[config.mk]
export PLATFORM = sky130hd
export DESIGN_NAME = load_store_unit
export DESIGN_NICKNAME = d
export VERILOG_FILES = /design/src/rtl/load_store_unit.sv
export SDC_FILE = /design/constraint.sdc
export NUM_CORES = 1
export LEC_CHECK = 0
export ABC_AREA = 0
export BUFFER_PORTS_ARGS = -buffer_cell sky130_fd_sc_hd__clkbuf_2
export CORE_UTILIZATION = 54
export CTS_BUF_LIST = sky130_fd_sc_hd__clkbuf_4
export DETAILED_ROUTE_END_ITERATION = 10
export PLACE_DENSITY = 0.88
export SLEW_MARGIN = 10
export SYNTH_ARGS = -nofsm -noshare
export SYNTH_HDL_FRONTEND = slang
export SYNTH_SLANG_ARGS = --single-unit
export TNS_END_PERCENT = 100
[constraint.sdc]
create_clock -name clk -period 3.55 [get_ports clk]
set_input_delay 0.5325 -clock clk [delete_from_list [all_inputs] [get_ports clk]]
set_output_delay 0.5325 -clock clk [all_outputs]
set_load 0.03 [all_outputs]
[src/rtl/load_store_unit.sv]
// Data-side bridge from the core RAM port to a ready/valid data memory with byte lanes.
// Define LSU_MISALIGN_TRAP_EN to trap misaligned half/word accesses (adds misalign_err).
module load_store_unit #(
    parameter int TIMEOUT_CYC = 64
) (
    input  logic        clk,
    input  logic        reset,
    input  logic        core_read,
    input  logic        core_write,
    input  logic [1:0]  core_data_type,
    input  logic        core_load_unsigned,
    input  logic [31:0] core_addr,
    input  logic [31:0] core_wdata,
    output logic [31:0] core_rdata,
    output logic        core_stall,
    output logic        bus_err,
`ifdef LSU_MISALIGN_TRAP_EN
    output logic        misalign_err,
`endif
    output logic        mem_req,
    output logic        mem_we,
    output logic [3:0]  mem_be,
    output logic [31:0] mem_addr,
    output logic [31:0] mem_wdata,
    input  logic        mem_ready,
    input  logic        mem_rvalid,
    input  logic [31:0] mem_rdata
);

    localparam int CNT_W = (TIMEOUT_CYC > 1) ? $clog2(TIMEOUT_CYC) : 1;
    localparam logic [CNT_W-1:0] CNT_LAST = CNT_W'((TIMEOUT_CYC > 0) ? TIMEOUT_CYC - 1 : 0);

    typedef enum logic [1:0] {IDLE, REQ, WAIT_R, DONE} state_t;

    state_t           state, next_state;
    logic [CNT_W-1:0] cnt;
    logic             is_load;
    logic [1:0]       lat_type;
    logic             lat_uns;
    logic [1:0]       lat_lane;

    logic             request;
    logic             misaligned;
    logic             timeout_hit;
    logic             abort;
    logic             load_done;
    logic [3:0]       be_new;
    logic [31:0]      wdata_new;
    logic [31:0]      rdata_ext;
    logic [31:0]      rdata_shift;
    logic [15:0]      half_sel;

    assign request     = core_read | core_write;
    assign mem_req     = (state == REQ);
    assign core_stall  = request & (state != DONE);
    assign timeout_hit = (TIMEOUT_CYC != 0) && (cnt == CNT_LAST);

`ifdef LSU_MISALIGN_TRAP_EN
    assign misaligned = ((core_data_type == 2'b01) && core_addr[0]) ||
                        (core_data_type[1] && (core_addr[1:0] != 2'b00));
`else
    assign misaligned = 1'b0;
`endif

    // Lane enables and replicated store data for the incoming request
    always_comb begin
        be_new    = 4'b1111;
        wdata_new = core_wdata;
        case (core_data_type)
            2'b00: begin
                be_new    = 4'b0001 << core_addr[1:0];
                wdata_new = {4{core_wdata[7:0]}};
            end
            2'b01: begin
                be_new    = core_addr[1] ? 4'b1100 : 4'b0011;
                wdata_new = {2{core_wdata[15:0]}};
            end
            default: ;
        endcase
    end

    // Returned word: selected lane moved to bit 0, then extended
    always_comb begin
        rdata_shift = mem_rdata >> {lat_lane, 3'b000};
        half_sel    = lat_lane[1] ? mem_rdata[31:16] : mem_rdata[15:0];
        case (lat_type)
            2'b00:   rdata_ext = {{24{~lat_uns & rdata_shift[7]}}, rdata_shift[7:0]};
            2'b01:   rdata_ext = {{16{~lat_uns & half_sel[15]}}, half_sel};
            default: rdata_ext = mem_rdata;
        endcase
    end

    // Completion takes priority over the timeout in the same cycle
    always_comb begin
        next_state = state;
        abort      = 1'b0;
        load_done  = 1'b0;
        case (state)
            IDLE: begin
                if (request) next_state = misaligned ? DONE : REQ;
            end
            REQ: begin
                if (mem_ready && !is_load) begin
                    next_state = DONE;
                end else if (timeout_hit) begin
                    next_state = DONE;
                    abort      = 1'b1;
                end else if (mem_ready) begin
                    next_state = WAIT_R;
                end
            end
            WAIT_R: begin
                if (mem_rvalid) begin
                    next_state = DONE;
                    load_done  = 1'b1;
                end else if (timeout_hit) begin
                    next_state = DONE;
                    abort      = 1'b1;
                end
            end
            DONE: next_state = IDLE;
            default: next_state = IDLE;
        endcase
    end

    always_ff @(posedge clk or negedge reset) begin
        if (!reset) begin
            state      <= IDLE;
            cnt        <= '0;
            is_load    <= 1'b0;
            lat_type   <= 2'b00;
            lat_uns    <= 1'b0;
            lat_lane   <= 2'b00;
            mem_we     <= 1'b0;
            mem_be     <= 4'b0000;
            mem_addr   <= '0;
            mem_wdata  <= '0;
            core_rdata <= '0;
            bus_err    <= 1'b0;
        end else begin
            state   <= next_state;
            bus_err <= abort;
            if (state == IDLE) begin
                cnt <= '0;
            end else if (state == REQ || state == WAIT_R) begin
                cnt <= cnt + CNT_W'(1);
            end
            if (state == IDLE && request) begin
                is_load   <= ~core_write;
                lat_type  <= core_data_type;
                lat_uns   <= core_load_unsigned;
                lat_lane  <= core_addr[1:0];
                mem_we    <= core_write;
                mem_be    <= be_new;
                mem_addr  <= {core_addr[31:2], 2'b00};
                mem_wdata <= wdata_new;
            end
            if (load_done) begin
                core_rdata <= rdata_ext;
            end else if (abort && is_load) begin
                core_rdata <= '0;
            end else if (state == IDLE && request && misaligned && !core_write) begin
                core_rdata <= '0;
            end
        end
    end

`ifdef LSU_MISALIGN_TRAP_EN
    always_ff @(posedge clk or negedge reset) begin
        if (!reset) begin
            misalign_err <= 1'b0;
        end else begin
            misalign_err <= (state == IDLE) && request && misaligned;
        end
    end
`endif

endmodule
* Word level (Yosys, flattened, before mapping)
Cells that the tools add are included.
** Word-level totals
- Register bits after elaboration :: 114
- Output and inout port bits :: 104
- Word-level logic and storage cells :: 64
- Bits of input ports :: 105
** Operators by class
- Shift operators :: 2
- Reductions and logical operators :: 11
- Equal/unequal tests :: 10
- $add $sub $neg :: 1
- Bitwise gates (word level) :: 6
- Multiplexer cells :: 22
** Operators with widths (number)
- $pmux 32 s2 :: 2
- $mux 32 :: 2
- $shr 32x5->8 :: 1
- $mux 16 :: 1
- $mux 2 :: 6
- $mux 6 :: 2
- $pmux 2 s4 :: 1
- $pmux 4 s2 :: 1
- $add 6x1->6 const B :: 1
- $eq 2x1->1 const B :: 3
- $eq 6x6->1 const B :: 1
- $logic_not 2->1 :: 3
- $mux 1 :: 5
- $eq 2x2->1 const B :: 2
- $mux 4 :: 1
- $ne 2x2->1 const B :: 2
- $ne 4x1->1 const B :: 1
- $reduce_bool 2->1 :: 2
- $shl 1x2->4 const A :: 1
- $and 1x1->1 :: 3
- $logic_and 1x1->1 :: 3
- $ne 3x3->1 const B :: 1
- $reduce_and 3->1 :: 1
- $not 1->1 :: 2
- other kinds (4) :: 4

* Logic depth before layout (Yosys ltp)
Gate-level depths: netlist of the first run.
- Word-level depth :: 7
- Mapped depth :: 8
- Gate-level depth less buffers :: 6

* Least setup slack after synthesis of the first run
No wires, ideal clock.
- Kind :: register to register
- From :: register state[0]
- To :: register core_rdata[27]
- Arrival time :: 1.844 ns
- Buffers on the path :: 2
- Clock period less this slack :: 1.970 ns
- Stages on the path, launching flop included :: 9
- Path slack :: 1.580 ns
- Setup time :: 0.127 ns
- Data required time :: 3.423 ns
- Cells stage by stage :: dfrtp_1 inv_1 ha_1 nand2_1 clkbuf_1 o21ai_0 o221ai_1 clkbuf_1 a221o_2
** Between the ends
- Cells in the longest elaborated chain, start to end :: 4
- Elaborated cells between the ends (all ways) :: 7
- Classes of those cells :: 2 x eq/ne; 3 x mux; 2 x reduce/logical
** RTL lines
- from (decl) :: RTL line 35 : state_t state, next_state;
- from (signal assigned) :: RTL line 141 : state <= next_state;
- $eq 2x2->1 or $eq 2x1->1 (tied branches) :: RTL line 98 : case (state)
- $pmux 1 s2 :: RTL line 98
- $logic_and 1x1->1 :: RTL line 160 : end else if (abort && is_load) begin
- $reduce_bool 2->1 (no source line)
- to (signal assigned) :: RTL line 159 : core_rdata <= rdata_ext;
- to (decl) :: RTL line 14 : output logic [31:0] core_rdata,
Several ways; a longest one is shown, not always the timed one.
A chain may end at the register's enable or synchronous reset.

* Worst setup path in the final report of the first run
- From :: register lat_lane[1]
- To :: register core_rdata[28]
** Between the ends
- Cells in the longest elaborated chain, start to end :: 4
- Elaborated cells between the ends (all ways) :: 6
- Classes of those cells :: 1 x shift; 3 x mux; 2 x bitwise
** RTL lines
- from (decl) :: RTL line 40 : logic [1:0] lat_lane;
- from (signal assigned) :: RTL line 152 : lat_lane <= core_addr[1:0];
- $shr 32x5->8 or $mux 16 (tied branches) :: RTL line 84, 85
- $and 1x1->1, on equally long branches :: RTL line 87, 88
- $pmux 32 s2 (*) :: RTL line 86 : case (lat_type)
- $mux 32 (*) :: RTL line 158 : if (load_done) begin
Every way passes the cells marked *; elsewhere a longest branch is shown, timed or not.

==> summary.md, run 1 <==
| Metric | Value |
|---|---|
| Share of cells above drive strength 1 | 0.4464 |
| P&R area growth vs syn | 26.90% |
| Top_reg_cell synth | dfrtp_1 |
| DR iter-0 viols | 189 |
| Combinational Power Share | 0.503 |
| Net Sw Power | 3.187 mW |
| Via Count | roughly 4.4k |
| Setup crit start | lat_lane[1]$_DFFE_PN0P_ |
| WL per Instance | 16.85 um |
| Initial antenna violation count | 0 |
| Cell area after synthesis | approximately 5200 um2 |
| Post-route DRC | 0 |
| Tot GR Track Use | 0.2720 |
| Cell Area, Placed | between 6000 and 7000 um2 |
| Multi-input combinational cell area | between 2000 and 2500 um2 |
| Period utilization | 0.7031 |
| Post-synth EDFFs | 0 |
| WP data required | between 3 and 4 ns |
| Pre-Repair DR Iteration Count | 5 |
| Clock skew | around 0.015 ns |
| Core ar. | slightly above 9000 um2 |
| Post-route setup TNS | 0 ns |
| Worst skew pair latency | 0.50 ns |
| #FFs+latches synth | around 110 |
| RSZ-0062 raised after global routing | false |
| Via count of the first global-routing pass | about 4.3k |
| FFs w/ async S/R, synth | 1.000 |
| Post-CTS setup buffers | 0 |
| TritonCTS clock tree | yes |
| Slew @ Worst Pin | ~1.1 ns |
| Fmax | 0.4006 GHz |
| Post-DP HPWL | around 10 mm |
| CP endpoint kind | register |
| Final Hold Fails | 0 |
| Post-CTS sizing | 0 |
| Register area | about 2900 um2 |
| Clk sinks | approximately 110 |
| Syn Area/Cell | between 10 and 15 um2 |
| Ant diodes | 0 |
| Die footprint | a little over 10,000 um2 |
| Largest net degree at the start of global routing | between 80 and 90 |
| Internal cell power | approximately 3.6 mW |
| Synthesized instance count | 463 |
| Max Cap Viol | 0 |
| Nets | 769 |
| Total gr overflow | 0 |
| Relative slew slack | 0.2897 |
| IO buf count | a little over 200 |
| Data arrival, critical path | 2.94 ns |
| LEAKAGE | 3.247 nW |
| Final setup fails | 0 |
| Post-synthesis sequential area ratio | 0.5457 |
| Post-route cell area | 6634 um2 |
| Worst Path Max Fanout | 27 |
| First-pass GRT wire length | 21.15 mm |
| Width of the die | between 100 and 150 um |
| Yosys warns | 0 |
| Core Rows | 35 |
| Power density over cell area | slightly above 1000 nW/um2 |
| Critical R2R Launch | lat_lane[1]$_DFFE_PN0P_ |
| Net Sw Frac | 0.4725 |
| Clock power share | 0.139 |
| Drt via density | 5.554 |
| Status | finished, final reports clean |
| Final GP Congestion | roughly 0.81 |
| I/O pin cnt | about 210 |
| Drt total wl | about 13 mm |
| Period minus WS final | about 2.5 ns |
| Starting Density | 0.5604 |
| Crit Path Class | reg -> reg |
| Clock slew at reported path FFs | approximately 0.11 ns |
| Slew Limit Fails | 0 |
| Yosys cell types | between 40 and 50 |
| Startpoint Class | register |
| Antenna viol nets, final | 0 |
| CTS Root Cell | clkbuf_4 |
| CTS buffer count | 17 |
| Die Y | 100.4 um |
| Filler cells | ~690 |
| Reg power frac | 0.358 |
| Max clock buf depth | 2 |
| Hold Buf Count CTS | 0 |
| Hold Crit Class | in -> async |
| Max VDD drop | 767.1 uV |
| H-tree levels | 4 |
[placed cells by master, fill, tap and decap left out, types with 7 or more instances in the layout]
cell         n
clkbuf_2   205
inv_1        7
nor2b_1     10
a211o_1     14
o21ai_0     49
nand3_1      9
mux2i_1     26
nand3b_1     7
mux2_2      42
a21oi_1     32
a221o_2     10
clkbuf_4    18
dfrtp_1    114
nor2_1      18
o2bb2ai_1    8
nand2_1     38
[power by group through the flow]
| stage | Sequential (mW) | Combinational [mW] | Clock [mW] |
|---|---|---|---|
| 2_1_floorplan | 3.42 | 1.35 | 0 |
| 3_3_place_gp | 2.40 | 3.27 | 0 |
| 3_5_place_dp | 2.43 | 3.38 | 0 |
| 4_1_cts | 2.41 | 3.39 | 0.950 |
| 5_1_grt | 2.49 | 3.62 | 1.01 |
| 6_report | 2.42 | 3.39 | 0.939 |
[per-layer routing]
metal | track usage | part of all wire | vias up
met4 | 0.09922 | 0.023 | 0
li1 | - | - | 2073
met5 | 0 | 0 | -
met3 | 0.08078 | 0.082 | 31
met1 | 0.3312 | 0.39 | 2148
met2 | 0.4594 | 0.50 | 197
[synthesized netlist by cell type (2+ instances only)]
cell	count	area [um2]
inv_1	7	26.28
a22o_1	2	17.52
mux2_2	42	473.0
a221o_2	10	112.6
a31oi_1	2	12.51
nand3b_1	7	52.55
buf_4	2	15.01
o221ai_1	2	17.52
o2bb2ai_1	8	70.07
nor2_1	18	67.56
buf_1	3	11.26
nand2_1	38	142.6
nand3_1	9	45.04
nand2b_1	4	25.02
a211o_1	14	122.6
nor2b_1	10	62.56
a221o_1	6	60.06
or2_2	2	12.51
mux2i_1	26	260.3
o21ai_0	49	245.2
a21oi_1	32	160.2
dfrtp_1	114	2853
clkbuf_1	28	105.1
ha_1	5	62.56
[worst max-delay path, stage by stage, from the launching register on]
cell and delay (ns):
dfrtp_1 0.86, mux2i_1 0.24, o21bai_1 0.25, a2111oi_4 0.87
a221o_2 0.23
[area by class of cell]
| cell class | instances | area share |
|---|---|---|
| sequential | 114 | 0.4300 |
| multi-input combinational | 308 | 0.3350 |
| clock inverter | 14 | 0.02112 |
| timing repair buffer | 211 | 0.1652 |
| inverter | 7 | 0.003961 |
| tap | 129 | 0.02433 |
| clock buffer | 18 | 0.02037 |
[metrics by stage]
stage | utilization | hold slack, ns | power [mW] | std cells | setup slack [ns]
floorplan | - | 0.2369 | 4.769 | 464 | 1.580
global placement | 0.6795 | 0.4609 | 5.670 | 768 | 1.101
detailed placement | 0.6795 | 0.4732 | 5.812 | 768 | 1.047
CTS | 0.7091 | 0.2278 | 6.747 | 800 | 1.078
global route | 0.7112 | 0.2309 | 7.123 | 801 | 0.8434
finish | 0.7112 | 0.2130 | 6.746 | 801 | 1.054
[flip-flops by register name, indices dropped and copies added, names as in the netlist]
signal	cells
core_rdata	32
mem_wdata	32
mem_addr	30
cnt	6
mem_be	4
lat_lane	2
lat_type	2
state	2
bus_err	1
is_load	1
lat_uns	1
mem_we	1
[cell families after synthesis]
group,count (synthesis),share of synthesized area
compound gates,136,0.1769
xor+xnor,2,0.003351
fa+ha+maj,5,0.01197
buf+inv,42,0.03327
flops,114,0.5457
mux,68,0.1403
other cells,1,0.0007174
simple gates,95,0.08784
[worst paths after layout]
path	endpoint	slack (ns)	cells past startpoint
setup / recovery	core_rdata[28]$_DFFE_PN0P_	1.05	4
hold reg to reg	mem_be[0]$_DFFE_PN0P_	0.49	2
setup reg to reg	core_rdata[28]$_DFFE_PN0P_	1.05	4
min in group clk	mem_addr[23]$_DFFE_PN0P_	0.26	2
max in group asynchronous	core_rdata[8]$_DFFE_PN0P_	2.44	2
hold / removal	cnt[5]$_DFFE_PN0P_	0.21	1
(Power assumes the default switching activity.)
==> run 2, diff against run 1 <==
Settings changed: ABC_AREA 0 to 1, CORE_UTILIZATION 54 to 51, PLACE_DENSITY 0.88 to 0.83.
Clock period 3.55 ns to 2.5 ns, I/O delays scaled along.
==> run 2 against run 1 <==
  * Count of clock-buffer cells in the layout up 2
  * Die area grew 11%
  * Synthesized cell count is 55% higher
  * Critical endpoint is now core_rdata[19]$_DFFE_PN0P_
  * Critical path depth increased by 5
  * Largest power group unchanged
==> summary.md, run 2 <==
| Metric | Value |
|---|---|
| Status | finished, final reports clean |
| Die footprint | 11,140 um2 (+11%) |
| Fmax | 0.5011 GHz (+25%) |
| Tot Pwr | 9.469 mW (+40%) |
| Crit Path Class | reg -> reg |
| Drt total wl | 14.38 mm (+6.5%) |
| CTS buffer count | 17 (unchanged) |
| CP endpoint kind | register |
| Synthesized instance count | 716 (+55%) |
| Via count of the first global-routing pass | 5,131 (+19%) |
| Internal cell power | 4.704 mW (+32%) |
| Combinational Power Share | 0.520 (+0.017) |
| Post-route DRC | 0 (unchanged) |
| Register area | 2853 um2 (unchanged) |
| Largest regs | core_rdata (32), mem_wdata (32), mem_addr (30) |
| Starting Density | 0.5275 (-0.03292) |
| Period utilization | 0.7983 (+0.09517) |
| Antenna viol nets, final | 0 (unchanged) |
| Relative slew slack | 0.4873 (+0.1976) |
| Clock power share | 0.138 (about the same) |
| Post-DP HPWL | 10.54 mm (+5.8%) |
| DP Worst Slack | 0.5797 ns (-0.4674 ns) |
| Most common cell in the netlist | nand2_1 |
| Drt via density | 5.089 (-8.4%) |
| Worst skew pair latency | 0.52 ns (+0.02 ns) |
| Commonest non-fill, non-tap cells in the layout | nand2_1 (306), clkbuf_2 (205), dfrtp_1 (114) |
| Final setup margin | 0.5043 ns (-0.5497 ns) |
| Clock skew | 0.01906 ns (+0.004445 ns) |
| Top cell type's share of synthesized area | 0.5215 (-0.02422) |
| Clock slew at reported path FFs | 0.10 ns (about the same) |
| Post-synth EDFFs | 0 (unchanged) |
| Max Cap Viol | 0 (unchanged) |
| Tot GR Track Use | 0.2753 (+0.003295) |
| Yosys cell types | 31 (-34%) |
| Ant diodes | 0 (unchanged) |
| Top_reg_cell synth | dfrtp_1 |
| CTS Root Cell | clkbuf_4 |
| Area leader, netlist | dfrtp_1 |
| Yosys warns | 0 (unchanged) |
| Filler cells | 949 (+38%) |
| Clk sinks | 114 (unchanged) |
| Top cells by area, synth | dfrtp_1 (52%), nand2_1 (21%), nand3_1 (5.7%) |
| TritonCTS clock tree | yes |
| Hold Crit Class | in -> reg |
| Slew Limit Fails | 0 (unchanged) |
| Data arrival, critical path | 2.39 ns (-0.55 ns) |
| Final setup fails | 0 (unchanged) |
| Largest net degree at the start of global routing | 58 (-32%) |
| Worst Path Max Fanout | 26 (-3.7%) |
| Pre-Repair DR Iteration Count | 4 (-1) |
| WP data required | 2.89 ns (-1.10 ns) |
| Via Count | 5,415 (+22%) |
| Startpoint Class | register |
| Multi-input combinational cell area | 2308 um2 (+3.9%) |
| Post-synthesis sequential area ratio | 0.5215 (-0.02422) |
| Die Y | 105.6 um (+5.2%) |
| Total gr overflow | 0 (unchanged) |
| Net Sw Frac | 0.5032 (+0.03072) |
| First-pass GRT wire length | 24.00 mm (+13%) |
| Reg power frac | 0.342 (-0.016) |
| Slew @ Worst Pin | 0.7691 ns (-0.2964 ns) |
| Net Sw Power | 4.765 mW (+49%) |
| Initial antenna violation count | 0 (unchanged) |
| Post-route cell area | 6897 um2 (+4.0%) |
| Final Hold Fails | 0 (unchanged) |
| P&R area growth vs syn | 26.07% |
| Nets | 1,025 (+33%) |
| Final GP Congestion | 0.9327 (+15%) |
| Share of cells above drive strength 1 | 0.2780 (-0.1684) |
| #FFs+latches synth | 114 (unchanged) |
| LEAKAGE | 3.971 nW (+22%) |
| Core Rows | 37 (+5.7%) |
| Syn Area/Cell | 7.640 um2 (-32%) |
| Cell area after synthesis | 5470 um2 (+4.6%) |
| Most common cell after layout, fill and taps aside | nand2_1 |
| Cell Area, Placed | 6620 um2 (+4.4%) |
| DR iter-0 viols | 272 (+44%) |
| I/O pin cnt | 209 (unchanged) |
| Post-route setup TNS | 0 ns (unchanged) |
| Fin Hold WS | 0.05837 ns (-0.1547 ns) |
| RSZ-0062 raised after global routing | false |
| WL per Instance | 13.51 um (-20%) |
| Max VDD drop | 846.6 uV (+10%) |
| Width of the die | 105.6 um (+5.2%) |
| Period minus WS final | 1.996 ns (-0.5003 ns) |
| Max clock buf depth | 2 (unchanged) |
| IO buf count | 206 (unchanged) |
| Power density over cell area | 1373 nW/um2 (+35%) |
| H-tree levels | 4 (unchanged) |
| Core ar. | 10,370 um2 (+11%) |
| Synth cell count leaders | nand2_1 (306), dfrtp_1 (114), nand3_1 (62) |
| FFs w/ async S/R, synth | 1.000 (unchanged) |
## run 2: routing by layer
metal  routed length (um)  global-route usage  up-vias
met3                 1239             0.08844       20
met5                    0                   0        -
met1                 6110              0.3475     2491
met2                 6783              0.4445      234
met4                  244              0.1002        0
li1                     -                   -     2670
## run 2: cell families after synthesis
logic type,count (synthesis),synth area share
xor gates and xnor gates,1,0.001601
DFF,114,0.5215
adders and majority gates,5,0.01144
AOI/OAI and AO/OA,91,0.08440
buffers and inverters,73,0.05855
other,1,0.0006855
and+or+nand+nor,431,0.3218
## run 2: worst paths after layout
| check | from | end | slack (ns) | cells after the start |
|---|---|---|---|---|
| max | lat_type[1]$_DFFE_PN0P_ | core_rdata[19]$_DFFE_PN0P_ | 0.50 | 9 |
| min | core_addr[5] | mem_addr[5]$_DFFE_PN0P_ | 0.06 | 3 |
| max reg2reg | lat_type[1]$_DFFE_PN0P_ | core_rdata[19]$_DFFE_PN0P_ | 0.50 | 9 |
| min reg2reg | mem_wdata[2]$_DFFE_PN0P_ | mem_wdata[2]$_DFFE_PN0P_ | 0.48 | 2 |
| max in group asynchronous | reset | mem_wdata[11]$_DFFE_PN0P_ | 1.37 | 3 |
| min in group asynchronous | reset | core_rdata[24]$_DFFE_PN0P_ | 0.47 | 2 |
## run 2: through the flow
stage            util  cells
2_1_floorplan       -    717
3_3_place_gp   0.6384   1031
3_5_place_dp   0.6384   1031
4_1_cts        0.6651   1064
5_1_grt        0.6651   1064
6_report       0.6651   1064
## run 2: power by group through the flow
stage / registers, mW / clock network, mW / logic [mW]
floorplan: 4.60 / 0 / 2.15
global placement: 3.24 / 0 / 4.86
detailed placement: 3.26 / 0 / 4.95
CTS: 3.24 / 1.33 / 4.95
global route: 3.34 / 1.42 / 5.43
finish: 3.24 / 1.30 / 4.92
## run 2: final cells by class
type | instances | share of cell area
flip-flops and latches | 114 | 0.4136
multi-input cells | 530 | 0.3347
repair buffers | 218 | 0.1687
well taps | 136 | 0.02467
clock buffers | 20 | 0.02177
inverters | 34 | 0.01959
clock inverters | 12 | 0.01687
## run 2: critical path, cell delays in order (launching register included)
cell	delay, ns
dfrtp_1	0.85
inv_8	0.18
nand2_4	0.16
nor2_8	0.05
nand2_2	0.06
nand2_2	0.07
nand2_4	0.12
nand3_4	0.20
nand2_1	0.12
nand2_1	0.05
## run 2: what timing repair did
item                                   in CTS  in global routing
gates resized for setup                     0                  0
endpoints found under the hold margin      52                  0
hold buffers                                1                  0
buffers inserted                            0                  0
